## config.mk

```make
export PLATFORM = sky130hd
export DESIGN_NAME = hazard_ctrl
export DESIGN_NICKNAME = d
export VERILOG_FILES = /design/src/rtl/hazard_ctrl.sv
export SDC_FILE = /design/constraint.sdc
export NUM_CORES = 1
export LEC_CHECK = 0
export BUFFER_PORTS_ARGS = -buffer_cell sky130_fd_sc_hd__buf_4
export CAP_MARGIN = 0
export CELL_PAD_IN_SITES_DETAIL_PLACEMENT = 0
export CELL_PAD_IN_SITES_GLOBAL_PLACEMENT = 1
export CORE_UTILIZATION = 46
export CTS_BUF_LIST = sky130_fd_sc_hd__clkbuf_8
export DETAILED_ROUTE_END_ITERATION = 12
export PLACE_DENSITY_LB_ADDON = 0.1
export REMOVE_ABC_BUFFERS = 1
export SETUP_SLACK_MARGIN = 0.1
export SYNTH_ARGS = -nofsm -noshare
export SYNTH_HDL_FRONTEND = slang
export SYNTH_SLANG_ARGS = --single-unit
```

## constraint.sdc

```tcl
create_clock -name clk -period 3.6 [get_ports clk]
set_input_delay 0.36 -clock clk [delete_from_list [all_inputs] [get_ports clk]]
set_output_delay 0.36 -clock clk [all_outputs]
set_load 0.02 [all_outputs]
```

## src/rtl/hazard_ctrl.sv

```systemverilog
// ---------------------------------------------------------------------------
// hazard_ctrl -- decode-stage sequencing controller
//
// Purpose:
//   This block controls sequencing in the decode stage and the ID/EX buffer.
//   It keeps a small scoreboard of destination registers for instructions
//   that have left ID and have not yet written back. From that scoreboard it
//   produces three controls:
//     - stall  : hold the PC and IF/ID
//     - bubble : load zero controls into ID/EX
//     - flush  : invalidate IF/ID
//   These are raised for RAW hazards and for taken branches/jumps.
//   A drain handshake lets a halt or interrupt requester empty the pipeline.
//
// Optional feature (macro FWD_EN):
//   When FWD_EN is defined, EX/MEM forwarding is assumed to exist. Only a
//   load-use hit on the youngest scoreboard entry then counts as a hazard.
//   When it is undefined, a hit on any pending writer stalls.
//
// Ports:
//   clk, rst_n        pipeline clock (rising edge), async active-low reset
//   id_valid          ID holds a real instruction
//   id_rs / id_rt     source registers, qualified by id_rs_used / id_rt_used
//   id_rd, id_regw    destination register and its write enable
//   id_memr           ID instruction is a load
//   ex_taken          branch/jump resolved taken in EX
//   drain_req         request to empty the pipeline
//   stall, bubble     hold IF/ID+PC, zero the ID/EX controls
//   flush             squash IF/ID
//   drain_ack         pipeline empty and issue frozen
//   stall_count       saturating count of hazard-stall cycles
// ---------------------------------------------------------------------------
module hazard_ctrl #(
  parameter int REG_AW       = 6,
  parameter int WB_LAT       = 3,
  parameter int FLUSH_CYCLES = 2
) (
  input  logic              clk,
  input  logic              rst_n,
  input  logic              id_valid,
  input  logic [REG_AW-1:0] id_rs,
  input  logic [REG_AW-1:0] id_rt,
  input  logic              id_rs_used,
  input  logic              id_rt_used,
  input  logic [REG_AW-1:0] id_rd,
  input  logic              id_regw,
  input  logic              id_memr,
  input  logic              ex_taken,
  input  logic              drain_req,
  output logic              stall,
  output logic              bubble,
  output logic              flush,
  output logic              drain_ack,
  output logic [15:0]       stall_count
);

  // The flush counter only ever holds values 1..FLUSH_CYCLES-1.
  localparam int CNT_W = (FLUSH_CYCLES > 1) ? $clog2(FLUSH_CYCLES) : 1;
  localparam logic [CNT_W-1:0] CNT_RELOAD = CNT_W'(FLUSH_CYCLES - 1);
  localparam logic [CNT_W-1:0] CNT_LAST   = CNT_W'(1);

  typedef enum logic [1:0] {
    ST_RUN   = 2'd0,
    ST_FLUSH = 2'd1,
    ST_DRAIN = 2'd2,
    ST_IDLE  = 2'd3
  } state_e;

  state_e            state_q, state_d;
  logic [CNT_W-1:0]  cnt_q, cnt_d;
  logic [15:0]       stall_count_q, stall_count_d;

  // Scoreboard: entry 0 is the instruction that left ID most recently.
  logic [WB_LAT-1:0] sb_vld_q, sb_vld_d;
  logic [WB_LAT-1:0] sb_load_q, sb_load_d;
  logic [REG_AW-1:0] sb_rd_q [WB_LAT];
  logic [REG_AW-1:0] sb_rd_d [WB_LAT];

  logic rs_hit, rt_hit, hazard, issue;
  logic stall_c, bubble_c, flush_c, ack_c;

  // ---------------------------------------------------------------------
  // Hit detection
  // ---------------------------------------------------------------------
`ifdef FWD_EN
  // With forwarding, every ALU result is bypassed in time. Only a load
  // result that is still in EX (entry 0) arrives too late to be forwarded.
  assign rs_hit = sb_vld_q[0] & sb_load_q[0] & (sb_rd_q[0] == id_rs);
  assign rt_hit = sb_vld_q[0] & sb_load_q[0] & (sb_rd_q[0] == id_rt);
`else
  logic [WB_LAT-1:0] rs_match, rt_match;

  for (genvar gi = 0; gi < WB_LAT; gi++) begin : g_match
    assign rs_match[gi] = sb_vld_q[gi] & (sb_rd_q[gi] == id_rs);
    assign rt_match[gi] = sb_vld_q[gi] & (sb_rd_q[gi] == id_rt);
  end

  assign rs_hit = |rs_match;
  assign rt_hit = |rt_match;
`endif

  assign hazard = id_valid & ((id_rs_used & rs_hit) | (id_rt_used & rt_hit));

  // The oldest entry is only ever shifted out. Its load flag (and, with
  // forwarding, its rd) has no further reader.
  logic unused_ok;
  assign unused_ok = ^{sb_load_q[WB_LAT-1], sb_rd_q[WB_LAT-1]};

  // ---------------------------------------------------------------------
  // Sequencing FSM: next state and combinational controls
  // ---------------------------------------------------------------------
  always_comb begin
    state_d       = state_q;
    cnt_d         = cnt_q;
    stall_count_d = stall_count_q;
    stall_c       = 1'b0;
    bubble_c      = 1'b0;
    flush_c       = 1'b0;
    ack_c         = 1'b0;

    case (state_q)
      ST_RUN: begin
        if (ex_taken) begin
          flush_c  = 1'b1;
          bubble_c = 1'b1;
          if (FLUSH_CYCLES > 1) begin
            state_d = ST_FLUSH;
            cnt_d   = CNT_RELOAD;
          end
        end else if (drain_req) begin
          stall_c  = 1'b1;
          bubble_c = 1'b1;
          state_d  = ST_DRAIN;
        end else if (hazard) begin
          stall_c  = 1'b1;
          bubble_c = 1'b1;
          if (stall_count_q != 16'hFFFF) begin
            stall_count_d = stall_count_q + 16'd1;
          end
        end
      end

      ST_FLUSH: begin
        flush_c  = 1'b1;
        bubble_c = 1'b1;
        if (ex_taken) begin
          // A newer taken branch restarts the squash window.
          cnt_d = CNT_RELOAD;
        end else begin
          cnt_d = cnt_q - CNT_LAST;
          if (cnt_q == CNT_LAST) begin
            state_d = ST_RUN;
          end
        end
      end

      ST_DRAIN: begin
        bubble_c = 1'b1;
        if (ex_taken) begin
          // The redirect wins over the drain. IF/ID is squashed instead of
          // held, so stall stays low.
          flush_c = 1'b1;
          if (FLUSH_CYCLES > 1) begin
            state_d = ST_FLUSH;
            cnt_d   = CNT_RELOAD;
          end else begin
            state_d = ST_RUN;
          end
        end else begin
          stall_c = 1'b1;
          if (!drain_req) begin
            state_d = ST_RUN;
          end else if (sb_vld_q == '0) begin
            state_d = ST_IDLE;
          end
        end
      end

      ST_IDLE: begin
        stall_c  = 1'b1;
        bubble_c = 1'b1;
        ack_c    = 1'b1;
        if (!drain_req) begin
          state_d = ST_RUN;
        end
      end

      default: begin
        state_d = ST_RUN;
      end
    endcase
  end

  // ---------------------------------------------------------------------
  // Scoreboard shift
  // ---------------------------------------------------------------------
  // A flushed or stalled ID instruction never reaches EX, so it must not
  // be recorded.
  assign issue = id_valid & id_regw & ~stall_c & ~bubble_c;

  always_comb begin
    sb_vld_d  = '0;
    sb_load_d = '0;
    for (int i = 0; i < WB_LAT; i++) begin
      sb_rd_d[i] = '0;
    end
    sb_vld_d[0]  = issue;
    sb_load_d[0] = id_memr;
    sb_rd_d[0]   = id_rd;
    for (int i = 1; i < WB_LAT; i++) begin
      sb_vld_d[i]  = sb_vld_q[i-1];
      sb_load_d[i] = sb_load_q[i-1];
      sb_rd_d[i]   = sb_rd_q[i-1];
    end
  end

  // ---------------------------------------------------------------------
  // Registers
  // ---------------------------------------------------------------------
  always_ff @(posedge clk or negedge rst_n) begin
    if (!rst_n) begin
      state_q       <= ST_RUN;
      cnt_q         <= '0;
      stall_count_q <= '0;
      sb_vld_q      <= '0;
      sb_load_q     <= '0;
      for (int i = 0; i < WB_LAT; i++) begin
        sb_rd_q[i] <= '0;
      end
    end else begin
      state_q       <= state_d;
      cnt_q         <= cnt_d;
      stall_count_q <= stall_count_d;
      sb_vld_q      <= sb_vld_d;
      sb_load_q     <= sb_load_d;
      for (int i = 0; i < WB_LAT; i++) begin
        sb_rd_q[i] <= sb_rd_d[i];
      end
    end
  end

  // While reset is held, the controls are forced low whatever the inputs
  // are doing.
  assign stall       = rst_n & stall_c;
  assign bubble      = rst_n & bubble_c;
  assign flush       = rst_n & flush_c;
  assign drain_ack   = rst_n & ack_c;
  assign stall_count = stall_count_q;

endmodule

```

# Word-level counts from Yosys, hierarchy flattened
# Index checks and enable logic that the tools add are counted.
# W data, S select, Z words.
[classes] add_sub_neg=2 n_eq_ne=16 mux=22 bitwise_logic=21 reduce_logical=10
[op_table] cell="$eq A6 B6 Y1" count=6
[op_table] cell="$add A16 B1 Y16 const B" count=1
[op_table] cell="$and A1 B1 Y1" count=16
[op_table] cell="$mux W2" count=8
[op_table] cell="$ne A16 B16 Y1 const B" count=1
[op_table] cell="$reduce_and A5 Y1" count=2
[op_table] cell="$mux W1" count=9
[op_table] cell="$reduce_or A3 Y1" count=3
[op_table] cell="$pmux W2 S4" count=1
[op_table] cell="$ne A2 B2 Y1 const B" count=3
[op_table] cell="$pmux W1 S2" count=3
[op_table] cell="$eq A2 B2 Y1 const B" count=2
[op_table] cell="$ne A4 B4 Y1 const B" count=1
[op_table] cell="$not A1 Y1" count=4
[op_table] cell="$logic_not A3 Y1" count=1
[op_table] cell="$ne A3 B3 Y1 const B" count=1
[op_table] cell="$pmux W1 S3" count=1
[op_table] cell="$eq A2 B1 Y1 const B" count=1
[op_table] cell="$logic_not A2 Y1" count=1
[op_table] cell="$ne A2 B1 Y1 const B" count=1
[op_table] cell="$reduce_and A2 Y1" count=1
[op_table] cell="$reduce_bool A2 Y1" count=1
[op_table] cell="$reduce_or A2 Y1" count=1
[op_table] cell="$or A1 B1 Y1" count=1
[op_table] cell="$sub A1 B1 Y1 const B" count=1
[word_totals] ff_bits=40

# Logic depth before layout (Yosys ltp)
[depth] depth_word=13 depth_mapped=9 depth_no_buf=8

# Worst setup path before layout
# No wires, ideal clock.
[synth_timing] path_type="register to output" start="reg sb_rd_q (netlist bit sb_rd_d[0])" end="out stall" arrival_ns=1.544 required_time_ns=3.240 setup_slack_ns=1.696 path_stages_with_launch=7 cell_sequence="dfrtp_1 > xnor2_1 > nand4_1 > nor4_1 > o311ai_1 > nand2_1 > o311a_1"
[synth_via] elab_chain_len=11
[synth_lines] element="from (decl)" line="76" source="logic [REG_AW-1:0] sb_rd_q [WB_LAT];"
[synth_lines] element="from (signal, indexed assignment)" line="237" source="sb_rd_q[i] <= sb_rd_d[i];"
[synth_lines] element="$eq A6 B6 Y1, on equally long branches" line="94, 95"
[synth_lines] element="$and A1 B1 Y1, on equally long branches" line="94, 95"
[synth_lines] element="$reduce_or A3 Y1, on equally long branches" line="98, 99"
[synth_lines] element="$and A1 B1 Y1" line="102" source="assign hazard = id_valid & ((id_rs_used & rs_hit) | (id_rt_used & rt_hit));"
[synth_lines] element="$or A1 B1 Y1 (*)" line="102"
[synth_lines] element="$and A1 B1 Y1 (*)" line="102"
[synth_lines] element="$mux W1 (*)" line="134" source="end else if (hazard) begin"
[synth_lines] element="$mux W1 (*)" line="130" source="end else if (drain_req) begin"
[synth_lines] element="$mux W1 (*)" line="123" source="if (ex_taken) begin"
[synth_lines] element="$pmux W1 S3 (*)" line="121" source="case (state_q)"
[synth_lines] element="$and A1 B1 Y1 (*)" line="244" source="assign stall = rst_n & stall_c;"
[synth_lines] element="to (decl)" line="50" source="output logic stall,"
# Mark *: on every way between the ends. The rest lies on a longest branch, timed or not.

# Final worst setup path
[layout_timing] start="reg sb_rd_q[1] (netlist name)" end="out stall"
# The elaborated chain is that of the path after synthesis.

==> results.ini <==
[run_status]
status=completed

[worst_setup_path]
crit_fanout=4
critical_path.cell_chain=xnor2_1, nand4_1, nor4_1, o311ai_1, nand2_1, o311a_1, buf_4
cp.required_ns=3.24
cp.arrival_ns=2.16
slowest_stage=o311ai_1
critPathBufInv=1
critPathLaunchType=flip-flop
cp-end-kind=output port
crit_type=reg2out
critPathMaxStageDelay_ns=0.45
crit_family=compound AO/OA/AOI/OAI gates

[sta]
worstMarginPinSlew_ns=0.683
hold_slack_ns=0.0483
fin_worst_skew_ns=0.00442
worst_slack_ns=1.08
finalCriticalPeriod_ns=2.52
setup_tns_ns=0
rsz0062_at_grt=false
setup_violations=0
fmax_mhz=397
period_share_pct=69.9
slew_violations=0
slew_headroom_pct=54.5
hold_viol_final=0

[global_route]
grt_overflow_total=0
track_usage_pct=18.9
antenna_found_initial=0
grt_pass1_vias=1323
grt_pass1_wl_um=6130
grt_max_degree=45

[final_layout]
final_common_cell=buf_4
fin_nets=244
nFillCells=355
fin_cells=267
drive_above_1_share_pct=26.3
area_growth_pct=24.9
antenna_cells=0
mostFrequentLayoutCells=buf_4 (45), dfrtp_1 (40), xnor2_1 (31), xor2_1 (19), nand2_1 (11)

[clocking]
cts_tree=built
cts-buffers-inserted=5
post_cts_buffers=0
clkTransAtPathRegs_ns=0.07
cts.path.max_buffers=2
cts_resized=0
cts_sinks=40
cts-root-buf=clkbuf_8
clkLatencyLatePin_ns=0.28
cts_max_level=2
cts_hold_buf=0

[synthesis]
synth.distinct_cells=30
synth.yosys.seq_area_share_pct=52.5
synthCells=166
synth-seq-cells=40
syn_area_per_cell_um2=11.5
async_flop_share_pct=100
synth-edff-count=0
dominantRegCellSynth=dfrtp_1
synth_area_um2=1910
yosys_warnings=0

[routing]
ant_nets=0
via_count=1430
wire_per_inst_um=14.4
drtIter0Drc=27
drc=0
dr.pass1.iters=4
routed_wl_um=3850
viasPerCell=5.36

[power_and_ir_drop]
total_power_mw=0.876
ir_drop_mv=0.293
leakagePower_nw=1.10
power.density_nw_per_um2=367

[die]
initial_utilization_pct=47.7
rows=23
io-pin-count=47
dieArea_um2=4410
core-area_um2=4000
fp.dieH_um=66.4
chipWidth_um=66.4

[flow_run]
max-cap-violations=0

[placed_design]
place.gp.congestion=0.872
placedCellCount=259
pre_cts_ws_ns=1.27
portBuffers=45
place_hpwl_um=2940

[hold_path]
hold_class=in2async

where the power goes:
group	switching, mW	internal [mW]	leakage, nW
logic	0.0494	0.0518	0.533
registers	0.0188	0.465	0.510
clock network	0.140	0.150	0.0538
total	0.208	0.667	1.10
layer usage:
layer	GRT usage (%)	up-vias	part of all wire, %
li1	-	680	-
met1	24.3	706	43
met2	30.4	38	51
met3	5.00	6	4.6
met4	6.91	0	1.1
met5	0	-	0
flip-flops by register name, indices dropped and copies added, names as in the netlist:
signal and cells:
sb_rd_d 12, sb_vld_q 3, sb_rd_q 6, cnt_q 1
stall_count 16, state_q 2
Yosys cell counts (2+ instances only):
master / instances / share of area [%]
xor2_1: 19 / 8.7
nor3_1: 2 / 0.52
dfrtp_1: 40 / 52
o311ai_1: 2 / 0.92
nand3_1: 9 / 2.4
and3_1: 6 / 2.0
nand2_1: 11 / 2.2
nand4_2: 2 / 1.3
xnor2_1: 31 / 14
nor2b_1: 3 / 0.98
nor2_1: 6 / 1.2
a21oi_1: 2 / 0.52
mux2_2: 2 / 1.2
nor4_1: 7 / 2.3
nand4_1: 9 / 3.0
cell type report:
class	instances	area, µm²	area share [%]
multi-input combinational	123	888	37.3
clock inverter	2	7.51	0.315
clock buffer	6	82.6	3.46
timing repair buffer	45	338	14.2
inverter	1	3.75	0.157
tap	50	62.6	2.62
sequential	40	1000	42.0
logic make-up after synthesis:
group,synth area share [%]
AO/OA/AOI/OAI,3.93
XOR/XNOR,23.0
flip-flops,52.5
buffers and inverters,0.983
AND/OR/NAND/NOR,17.8
adder cells (fa/ha/maj),0.656
multiplexers,1.18
stage by stage:
step | util [%] | instance area (µm²)
after CTS | 59.6 | 2380
after global routing | 59.6 | 2380
after global placement | 57.3 | 2290
final | 59.6 | 2380
after floorplan | - | 1890
after detailed placement | 57.3 | 2290
path summary, 6_finish.rpt:
| kind | end | cells past startpoint | start | slack, ns |
|---|---|---|---|---|
| worst max-delay path | stall | 7 | sb_rd_q[1] | 1.08 |
| worst min-delay path | stall_count[11] | 1 | rst_n | 0.05 |
| worst max register to register | stall_count[1] | 6 | sb_rd_d[8] | 1.32 |
| worst min register to register | sb_rd_q[4] | 0 | sb_rd_d[4] | 0.43 |
| max in group asynchronous | stall_count[6] | 1 | rst_n | 3.19 |
| min in group clk | sb_rd_d[8] | 1 | id_rd[2] | 0.18 |
(Power assumes the default switching activity.)
